**src/rtl/int_arbiter_ctrl.sv**
```systemverilog
// int_arbiter_ctrl: memory-mapped fixed-priority interrupt controller with req/ack/done handshake
// Ports: i_clk/i_rst (sync active-high); i_memAddr/i_memDataIn/i_memWrEn/o_memDataOut register window
// (00 MASK, 01 PEND w1c, 10 CTRL, 11 SWTRIG); i_intSrc raw sources; o_intReq/o_intVec/i_intAck/i_intDone core handshake.
// Optional macro ICTRL_ACK_TIMEOUT_EN: abandons an unacknowledged request after 255 cycles and flags CTRL.TIMEOUT.
module int_arbiter_ctrl #(
  parameter int NUM_SRC = 4
) (
  input  logic               i_clk,
  input  logic               i_rst,
  input  logic [1:0]         i_memAddr,
  input  logic [15:0]        i_memDataIn,
  input  logic               i_memWrEn,
  output logic [15:0]        o_memDataOut,
  input  logic [NUM_SRC-1:0] i_intSrc,
  output logic               o_intReq,
  output logic [3:0]         o_intVec,
  input  logic               i_intAck,
  input  logic               i_intDone
);
  localparam logic [1:0] IDLE = 2'd0, REQ = 2'd1, SVC = 2'd2;
  logic [1:0] state, nextState;
  logic [NUM_SRC-1:0] srcQ, srcEdge, pend, mask, elig, w1c, swSet, ackClr, vecSel;
  logic gie, timeout, toHit, activeOk, wrMask, wrPend, wrCtrl, wrSw;
  logic [3:0] win;
  assign wrMask = i_memWrEn && i_memAddr == 2'd0;
  assign wrPend = i_memWrEn && i_memAddr == 2'd1;
  assign wrCtrl = i_memWrEn && i_memAddr == 2'd2;
  assign wrSw = i_memWrEn && i_memAddr == 2'd3;
  assign srcEdge = i_intSrc & ~srcQ;
  assign w1c = wrPend ? i_memDataIn[NUM_SRC-1:0] : '0;
  assign swSet = wrSw ? i_memDataIn[NUM_SRC-1:0] : '0;
  // one-hot of the locked vector; a shift avoids out-of-range part selects on o_intVec
  assign vecSel = NUM_SRC'(1) << o_intVec;
  assign ackClr = (state == REQ && i_intAck) ? vecSel : '0;
  assign activeOk = |(pend & mask & vecSel);
  assign elig = gie ? (pend & mask) : '0;
  always_comb begin
    win = '0;
    for (int i = NUM_SRC - 1; i >= 0; i--) win = elig[i] ? 4'(i) : win;
  end
  // sets are ORed in after clears so a new edge or software trigger always wins
  always_ff @(posedge i_clk) begin
    if (i_rst) begin
      srcQ <= '0;
      pend <= '0;
      mask <= '0;
      gie <= 1'b0;
    end else begin
      srcQ <= i_intSrc;
      pend <= (pend & ~w1c & ~ackClr) | srcEdge | swSet;
      mask <= wrMask ? i_memDataIn[NUM_SRC-1:0] : mask;
      gie <= wrCtrl ? i_memDataIn[0] : gie;
    end
  end
`ifdef ICTRL_ACK_TIMEOUT_EN
  logic [7:0] ackCnt;
  // counter is zero on the first REQ cycle, so 254 marks the 255th cycle without ack
  assign toHit = state == REQ && !i_intAck && ackCnt == 8'd254;
  always_ff @(posedge i_clk) begin
    if (i_rst) begin
      ackCnt <= '0;
      timeout <= 1'b0;
    end else begin
      ackCnt <= (state == REQ) ? ackCnt + 8'd1 : 8'd0;
      timeout <= toHit | (timeout & ~(wrCtrl & i_memDataIn[3]));
    end
  end
`else
  assign toHit = 1'b0;
  assign timeout = 1'b0;
`endif
  always_ff @(posedge i_clk) begin
    if (i_rst) state <= IDLE;
    else state <= nextState;
  end
  // FSM sees register values from before any same-cycle write
  always_comb begin
    nextState = state == IDLE ? (|elig ? REQ : IDLE) :
                state == REQ  ? (i_intAck ? SVC : (!gie || !activeOk || toHit) ? IDLE : REQ) :
                state == SVC  ? (i_intDone ? IDLE : SVC) : IDLE;
  end
  always_comb begin
    o_intReq = state == REQ;
  end
  always_ff @(posedge i_clk) begin
    if (i_rst) o_intVec <= '0;
    else if (state == IDLE && |elig) o_intVec <= win;
  end
  always_comb begin
    o_memDataOut = i_memAddr == 2'd0 ? {{(16-NUM_SRC){1'b0}}, mask} :
                   i_memAddr == 2'd1 ? {{(16-NUM_SRC){1'b0}}, pend} :
                   i_memAddr == 2'd2 ? {8'd0, o_intVec, timeout, state, gie} : 16'd0;
  end
endmodule

```
**config.mk**
```make
export PLATFORM = sky130hd
export DESIGN_NAME = int_arbiter_ctrl
export DESIGN_NICKNAME = d
export VERILOG_FILES = /design/src/rtl/int_arbiter_ctrl.sv
export SDC_FILE = /design/constraint.sdc
export NUM_CORES = 1
export LEC_CHECK = 0
export CAP_MARGIN = 0
export CORE_MARGIN = 2
export CORE_UTILIZATION = 39
export CTS_CLUSTER_SIZE = 24
export DETAILED_ROUTE_END_ITERATION = 6
export HOLD_SLACK_MARGIN = 0.06
export PLACE_DENSITY = 0.83
export SKIP_LAST_GASP = 1
export SLEW_MARGIN = 15
export SYNTH_ARGS = -nofsm -noshare
export SYNTH_HDL_FRONTEND = slang
export SYNTH_SLANG_ARGS = --single-unit
export TNS_END_PERCENT = 5
```
**constraint.sdc**
```tcl
create_clock -name i_clk -period 1.6 [get_ports i_clk]
set_clock_uncertainty 0.2 [all_clocks]
set_input_delay 0.24 -clock i_clk [delete_from_list [all_inputs] [get_ports i_clk]]
set_output_delay 0.24 -clock i_clk [all_outputs]
set_load 0.02 [all_outputs]
```
==> results of run 1 <==
-- Yosys cell counts --
| library cell | n |
|---|---|
| sky130_fd_sc_hd__o311ai_1 | 2 |
| sky130_fd_sc_hd__inv_1 | 1 |
| sky130_fd_sc_hd__nor3b_4 | 1 |
| sky130_fd_sc_hd__mux2i_1 | 8 |
| sky130_fd_sc_hd__clkbuf_1 | 1 |
| sky130_fd_sc_hd__nor2_1 | 6 |
| sky130_fd_sc_hd__and2_1 | 2 |
| sky130_fd_sc_hd__nand3_1 | 4 |
| sky130_fd_sc_hd__nand4b_1 | 1 |
| sky130_fd_sc_hd__buf_2 | 1 |
| sky130_fd_sc_hd__a21oi_1 | 12 |
| sky130_fd_sc_hd__nand3b_1 | 1 |
| sky130_fd_sc_hd__nand2_1 | 13 |
| sky130_fd_sc_hd__dfxtp_1 | 17 |
| sky130_fd_sc_hd__o211ai_1 | 4 |
| sky130_fd_sc_hd__o21ai_1 | 1 |
| sky130_fd_sc_hd__buf_4 | 12 |
| sky130_fd_sc_hd__conb_1 | 1 |
| sky130_fd_sc_hd__buf_6 | 2 |
| sky130_fd_sc_hd__o21ai_0 | 5 |
| sky130_fd_sc_hd__a22o_1 | 2 |
| sky130_fd_sc_hd__and3_1 | 1 |
| sky130_fd_sc_hd__and2b_1 | 1 |
| sky130_fd_sc_hd__a211oi_1 | 1 |
| sky130_fd_sc_hd__and2b_2 | 1 |
| sky130_fd_sc_hd__a32o_1 | 1 |
| sky130_fd_sc_hd__and3b_1 | 2 |
| sky130_fd_sc_hd__nor3b_2 | 1 |
| sky130_fd_sc_hd__nor2b_1 | 9 |
-- sequential cells by signal (all words and copies together), names as in the netlist --
register / count
mask: 4
pend: 4
srcQ: 4
o_intVec: 2
state: 2
gie: 1
-- logic make-up after synthesis --
family / synth area share
AO/OA/AOI/OAI: 0.178
multiplexers: 0.0826
other: 0.00387
buffers and inverters: 0.129
AND/OR/NAND/NOR: 0.255
flip-flops: 0.351
-- placed cells by master (no fill, tap or decap), types with 2 or more instances in the layout --
master / netlist / final
sky130_fd_sc_hd__mux2i_1: 8 / 8
sky130_fd_sc_hd__clkbuf_4: 0 / 3
sky130_fd_sc_hd__o21ai_0: 5 / 5
sky130_fd_sc_hd__and3b_1: 2 / 2
sky130_fd_sc_hd__nand2_1: 13 / 13
sky130_fd_sc_hd__nor2b_1: 9 / 8
sky130_fd_sc_hd__dlygate4sd2_1: 0 / 4
sky130_fd_sc_hd__dfxtp_1: 17 / 16
sky130_fd_sc_hd__and2_1: 2 / 2
sky130_fd_sc_hd__clkdlybuf4s15_2: 0 / 5
sky130_fd_sc_hd__clkdlybuf4s50_1: 0 / 12
sky130_fd_sc_hd__nor2_1: 6 / 6
sky130_fd_sc_hd__o211ai_1: 4 / 4
sky130_fd_sc_hd__conb_1: 1 / 12
sky130_fd_sc_hd__a21oi_1: 12 / 12
sky130_fd_sc_hd__o311ai_1: 2 / 2
sky130_fd_sc_hd__nand3_1: 4 / 4
sky130_fd_sc_hd__a22o_1: 2 / 2
sky130_fd_sc_hd__buf_4: 12 / 17
-- per-layer routing --
metal / vias up / wire length (um) / part of all wire / track usage
met5: - / 0 / 0 / 0
met4: 0 / 48 / 0.021 / 0.0769
met3: 10 / 161 / 0.070 / 0.0361
met2: 48 / 1110 / 0.48 / 0.313
met1: 418 / 973 / 0.42 / 0.228
li1: 454 / - / - / -
-- power by group --
part | total (mW) | switching, mW | internal [mW]
registers | 0.451 | 0.00993 | 0.441
clock network | 0.226 | 0.129 | 0.0971
logic | 0.186 | 0.0960 | 0.0901
total | 0.863 | 0.235 | 0.628
-- what timing repair did --
item	4_1_cts	5_1_grt
endpoints found under the setup margin	10	7
resized for setup	29	1
hold buffers	0	0
pin swaps	0	0
-- layout make-up --
class | instances | area share
sequential | 17 | 0.258
tap | 30 | 0.0283
clock buffer | 4 | 0.0198
inverter | 1 | 0.00283
multi-input combinational | 91 | 0.414
timing repair buffer | 41 | 0.278
-- final timing paths --
| kind | start | to | depth (start not counted) |
|---|---|---|---|
| setup / recovery | state[1] | o_intReq | 2 |
| hold / removal | state[1] | state[1] | 2 |
| setup reg to reg | state[1] | pend[0] | 5 |
| hold reg to reg | state[1] | state[1] | 2 |
-- worst reg2reg max path, stage by stage (launching register included) --
cell and delay [ps]:
sky130_fd_sc_hd__dfxtp_2 350, sky130_fd_sc_hd__and2b_2 220, sky130_fd_sc_hd__buf_4 110, sky130_fd_sc_hd__nand2_1 80
sky130_fd_sc_hd__o311ai_1 270, sky130_fd_sc_hd__a21oi_1 100
==> impl_results.rst, run 1 <==
.. list-table::
   :header-rows: 1

   * - Metric
     - Value
   * - Result of the run
     - complete, but fails checks
   * - Violations in the final reports
     - negative setup slack
   * - Average size of a mapped cell
     - 8.51 um2
   * - Iteration-0 DRC count of the detailed router
     - 31
   * - Register-to-Register Setup Slack
     - roughly 160 ps
   * - Peak fanout along the critical path
     - 4
   * - Slowest CP cell
     - sky130_fd_sc_hd__dfxtp_2
   * - Final design instance area without fill
     - about 1300 um2
   * - Number of max-cap violations
     - 0
   * - Smallest setup slack after layout
     - -51.5 ps
   * - Number of library cell types mapped by synthesis
     - 29
   * - Number of antenna repair diodes
     - 0
   * - Fin util
     - 0.550
   * - Type of destination of the critical path
     - output port
   * - First-pass GRT wire length
     - 3820 um
   * - Final Hold Fails
     - 0
   * - Total power
     - around 860 uW
   * - Static power due to leakage
     - 0.572 nW
   * - Antenna Violating Nets Remaining
     - 0
   * - DR pass1 iterations
     - 4
   * - Count of mapped cells out of synthesis
     - 114
   * - Setup violators final
     - 5
   * - Die area
     - a little under 3000 um2
   * - Final non-filler cell total
     - 184
   * - Final setup TNS
     - -157 ps
   * - Drc violations
     - 0
   * - Number of fill cells in the layout
     - 239
   * - Pre-CTS setup slack
     - -656 ps
   * - Number of global-route vias before repair
     - 867
   * - Area taken by flip-flops and latches
     - about 340 um2
   * - Cell area after technology mapping
     - 970 um2
   * - Vert. Die Dim
     - 53.9 um
   * - Signal arrival time at the worst endpoint
     - 1210 ps
   * - Data required time at the worst endpoint
     - between 1000 and 1500 ps
   * - Level count of the clock H-tree
     - 1
   * - Number of antenna violations at the first check in global routing
     - 0
   * - Kind of critical path
     - flip-flop to output port
   * - Overall routed net length
     - 2290 um
   * - # placed instances
     - 180
   * - Tmin final
     - 1650 ps
   * - Detailed placer's ending HPWL
     - about 1800 um
   * - Peak Freq
     - slightly above 0.6 GHz
   * - Via total after detailed routing
     - 930
   * - Multi-input gate area
     - ~550 um2
   * - Congestion Overflow GR
     - 0
   * - Critical path launch point type
     - flip-flop
   * - Top cell type's share of synthesized area
     - 0.351
   * - Sinks on Clock Net
     - 17
   * - Maximum clock path buffer count
     - 2
   * - Number of vias per cell
     - slightly above 5
   * - Worst min-delay path class
     - flip-flop to flip-flop
   * - Sequential cell area fraction in the yosys report
     - 0.351
   * - Die width
     - roughly 54 um
   * - Site Rows
     - 18
   * - Share of final-layout standard cells stronger than drive strength 1
     - 0.208
   * - Initial Util
     - 0.402
   * - Setup bufs post-CTS
     - 0
   * - Maximum number of pins on one net before global-route repair
     - 12
   * - Total clock buffers created by CTS
     - 3
   * - Buffering stage count on the worst path with inverters included
     - 1
   * - Buffers added on ports
     - 23
   * - Stage delay of the slowest cell on the critical path
     - 380 ps
   * - Largest delay contributor family on the critical path
     - flip-flops
   * - Period utilization
     - 1.03
   * - CTS Root Cell
     - sky130_fd_sc_hd__clkbuf_4
   * - Placeable core region
     - 2410 um2
   * - Setup repair after global routing missed its margin
     - true
   * - Number of primary I/O pins
     - 48
   * - Number of flip-flops and latches in the synthesized netlist
     - 17
   * - Total power density per cell area
     - around 650 nW/um2
   * - Gpl congestion
     - 0.970
   * - Max-slew violation total from the final report
     - 0
   * - Most area-consuming cells after synthesis
     - sky130_fd_sc_hd__dfxtp_1 35%, sky130_fd_sc_hd__buf_4 9.3%, sky130_fd_sc_hd__mux2i_1 8.3%, sky130_fd_sc_hd__a21oi_1 6.2%, sky130_fd_sc_hd__nor2b_1 5.8%
   * - VDD IR max
     - 0.450 mV
   * - Total number of yosys warnings
     - 0
   * - TritonCTS clock tree
     - yes
   * - Final-stage net count
     - 182
   * - Final Hold Slack
     - 303 ps
   * - Mean routed wirelength per cell
     - 12.4 um
   * - Area of placed instances
     - between 1000 and 1500 um2
   * - Worst-path clk slew
     - about 90 ps
   * - Total GRT Usage
     - 0.185
   * - Growth of design area from synthesis to finish
     - 36.6%
   * - Cell type with the largest total area after synthesis
     - sky130_fd_sc_hd__dfxtp_1
   * - Crit-path cells
     - and2b_2 > dlygate4sd2_1
   * - Worst-Skew Late Latency
     - 290 ps
Power figures use the tool's default switching activity.
==> run 2: changes to the inputs <==
--- a/config.mk
+++ b/config.mk
@@ -5,13 +5,15 @@
 export SDC_FILE = /design/constraint.sdc
 export NUM_CORES = 1
 export LEC_CHECK = 0
+export ABC_CLOCK_PERIOD_IN_PS = 1600
 export CAP_MARGIN = 0
 export CORE_MARGIN = 2
 export CORE_UTILIZATION = 39
 export CTS_CLUSTER_SIZE = 24
 export DETAILED_ROUTE_END_ITERATION = 6
+export GPL_TIMING_DRIVEN = 0
 export HOLD_SLACK_MARGIN = 0.06
-export PLACE_DENSITY = 0.83
+export PLACE_DENSITY = 0.82
 export SKIP_LAST_GASP = 1
 export SLEW_MARGIN = 15
 export SYNTH_ARGS = -nofsm -noshare
==> run 2 against run 1 <==
Net effect: the flow still finishes with violations (negative setup slack); highest routed layer unchanged; non-clock buffer count shrank 4; sequential power grew 2%; critical path type unchanged; flip-flop and latch count is the same; core utilization shrank 2.6 points; via count shrank 1.6%; critical endpoint unchanged; global-route usage shrank 2.8 points.
==> impl_results.rst, run 2 (same netlist as run 1, synthesis figures left out) <==
.. list-table::
   :header-rows: 1

   * - Metric
     - Value
   * - Signal arrival time at the worst endpoint
     - 1210 ps (about the same)
   * - Number of vias per cell
     - 5.08 (+0.57%)
   * - Result of the run
     - complete, but fails checks
   * - Register-to-Register Setup Slack
     - 210 ps (+50 ps)
   * - Crit-path cells
     - and2b_2 > clkdlybuf4s15_1
   * - Final Hold Fails
     - 0 (unchanged)
   * - Number of antenna violations at the first check in global routing
     - 0 (unchanged)
   * - Worst-path clk slew
     - 100 ps (about the same)
   * - Worst-Skew Late Latency
     - 290 ps (about the same)
   * - Pre-CTS setup slack
     - -175 ps (+481 ps)
   * - Via total after detailed routing
     - 915 (-1.6%)
   * - Setup violators final
     - 3 (-2)
   * - Maximum number of pins on one net before global-route repair
     - 11 (-1)
   * - Worst min-delay path class
     - primary input to flip-flop
   * - Last element of the critical path
     - o_intReq
   * - Stage delay of the slowest cell on the critical path
     - 410 ps (+30 ps)
   * - Die area
     - 2900 um2 (unchanged)
   * - Site Rows
     - 18 (unchanged)
   * - Number of global-route vias before repair
     - 813 (-6.2%)
   * - Slowest CP cell
     - sky130_fd_sc_hd__dfxtp_1
   * - Number of antenna repair diodes
     - 0 (unchanged)
   * - Peak fanout along the critical path
     - 4 (unchanged)
   * - Maximum clock path buffer count
     - 2 (unchanged)
   * - CTS Root Cell
     - sky130_fd_sc_hd__clkbuf_4
   * - Final-stage net count
     - 178 (-2.2%)
   * - Critical path launch point
     - state[0]
   * - Total power density per cell area
     - 683 nW/um2 (+4.8%)
   * - Iteration-0 DRC count of the detailed router
     - 24 (-23%)
   * - Quantity of hold-fixing buffers added after cts
     - 0 (unchanged)
   * - Highest-count cells in the layout ignoring fill and taps
     - 15 x sky130_fd_sc_hd__dfxtp_1, 13 x sky130_fd_sc_hd__nand2_1
   * - Vert. Die Dim
     - 53.9 um (unchanged)
   * - Static power due to leakage
     - 0.554 nW (-3.2%)
   * - Congestion Overflow GR
     - 0 (unchanged)
   * - TritonCTS clock tree
     - yes
   * - Smallest setup slack after layout
     - -45.0 ps (+6.52 ps)
   * - Share of final-layout standard cells stronger than drive strength 1
     - 0.187 (-0.0211)
   * - Number of cells on the worst reg-to-reg path
     - 4 (-1)
   * - Worst reg2reg path endpoint
     - pend[0]
   * - Total GRT Usage
     - 0.157 (-0.0278)
   * - Overall routed net length
     - 2060 um (-10%)
   * - Gpl congestion
     - 0.974 (+0.47%)
   * - Setup bufs post-CTS
     - 0 (unchanged)
   * - Period utilization
     - 1.03 (-0.00407)
   * - Setup repair after global routing missed its margin
     - true
   * - Critical path launch point type
     - flip-flop
   * - Critical hold path startpoint
     - i_memAddr[0]
   * - Placeable core region
     - 2410 um2 (unchanged)
   * - Antenna Violating Nets Remaining
     - 0 (unchanged)
   * - Violations in the final reports
     - negative setup slack
   * - Die width
     - 53.9 um (unchanged)
   * - Fin util
     - 0.524 (-0.0260)
   * - Leading cell type in the layout, fill and taps excluded
     - sky130_fd_sc_hd__dfxtp_1
   * - Drc violations
     - 0 (unchanged)
   * - First-pass GRT wire length
     - 3310 um (-13%)
   * - Total power
     - 862 uW (-0.11%)
   * - Number of primary I/O pins
     - 48 (unchanged)
   * - Data required time at the worst endpoint
     - 1160 ps (about the same)
   * - Type of destination of the critical path
     - output port
   * - Growth of design area from synthesis to finish
     - 30.2%
   * - Peak Freq
     - 0.608 GHz (+0.40%)
   * - Tmin final
     - 1650 ps (-6.52 ps)
   * - Kind of critical path
     - flip-flop to output port
   * - Number of fill cells in the layout
     - 235 (-1.7%)
   * - Buffers added on ports
     - 21 (-8.7%)
   * - Worst reg2reg startpoint
     - state[0]
   * - Number of max-cap violations
     - 0 (unchanged)
   * - VDD IR max
     - 0.579 mV (+29%)
   * - Max-slew violation total from the final report
     - 0 (unchanged)
   * - DR pass1 iterations
     - 5 (+1)
   * - Sinks on Clock Net
     - 17 (unchanged)
   * - Total clock buffers created by CTS
     - 3 (unchanged)
   * - Initial Util
     - 0.402 (unchanged)
   * - Leading registers by flop count
     - mask (4), pend (4), srcQ (4)
   * - Level count of the clock H-tree
     - 1 (unchanged)
   * - Mean routed wirelength per cell
     - 11.4 um (-8.2%)
   * - Detailed placer's ending HPWL
     - 1630 um (-11%)
-- run 2: changes by cell type in the layout (fill, tap and decap cells not counted) --
cell	before	now
sky130_fd_sc_hd__nor2b_2	1	0
sky130_fd_sc_hd__dfxtp_1	16	15
sky130_fd_sc_hd__clkdlybuf4s15_2	5	0
sky130_fd_sc_hd__clkdlybuf4s15_1	0	1
sky130_fd_sc_hd__buf_4	17	12
sky130_fd_sc_hd__clkbuf_1	1	2
sky130_fd_sc_hd__dfxtp_2	1	2
sky130_fd_sc_hd__nor2b_1	8	9
sky130_fd_sc_hd__dlygate4sd2_1	4	2
sky130_fd_sc_hd__clkbuf_2	0	5
sky130_fd_sc_hd__buf_6	1	2
-- run 2: worst max-delay path: cells and delay by family (launching register included) --
family                 cells  cell delay, ps
DFF                        1             410
buffers and inverters      1             300
and+or+nand+nor            1             200
-- run 2: power by group --
part | internal [mW] | switching, mW
sequential | 0.441 | 0.0179
clock | 0.0971 | 0.136
combinational | 0.0862 | 0.0842
-- run 2: per-stage QoR --
| stage | cell area [um2] | hold WS [ps] | setup TNS (ps) | cells |
|---|---|---|---|---|
| finish | 1260 | 143 | -61.4 | 180 |
| global route | 1260 | 182 | -447 | 180 |
| CTS | 1280 | 139 | -899 | 180 |
| detailed placement | 1260 | 309 | -2170 | 176 |
| global placement | 1260 | 298 | -1730 | 176 |
| floorplan | 1010 | 109 | 0 | 125 |
-- run 2: area by class of cell --
class	count	area [um2]	area share
plain buffers	16	121	0.0961
clock buffers	4	26.3	0.0208
inverters	1	3.75	0.00297
multi-input cells	91	546	0.432
flip-flops and latches	17	343	0.272
well taps	30	37.5	0.0297
repair buffers	21	185	0.147
-- run 2: worst min path at each step --
stage / endpoint / slack (ps) / cells past startpoint
floorplan: pend[0] / 110 / 1
global placement: state[1] / 300 / 2
detailed placement: state[1] / 310 / 2
CTS: mask[1] / 140 / 4
global route: mask[2] / 180 / 4
finish: mask[1] / 140 / 4
-- run 2: repair_timing --
item / CTS / global route
gates resized for setup: 9 / 16
setup endpoints to repair: 9 / 8
gates cloned: 0 / 0
-- run 2: per-layer routing --
layer	global-route usage	routed length [um]	vias up
li1	-	-	451
met1	0.192	880	414
met2	0.260	981	46
met3	0.0250	168	4
met4	0.0897	26	0
met5	0	0	-
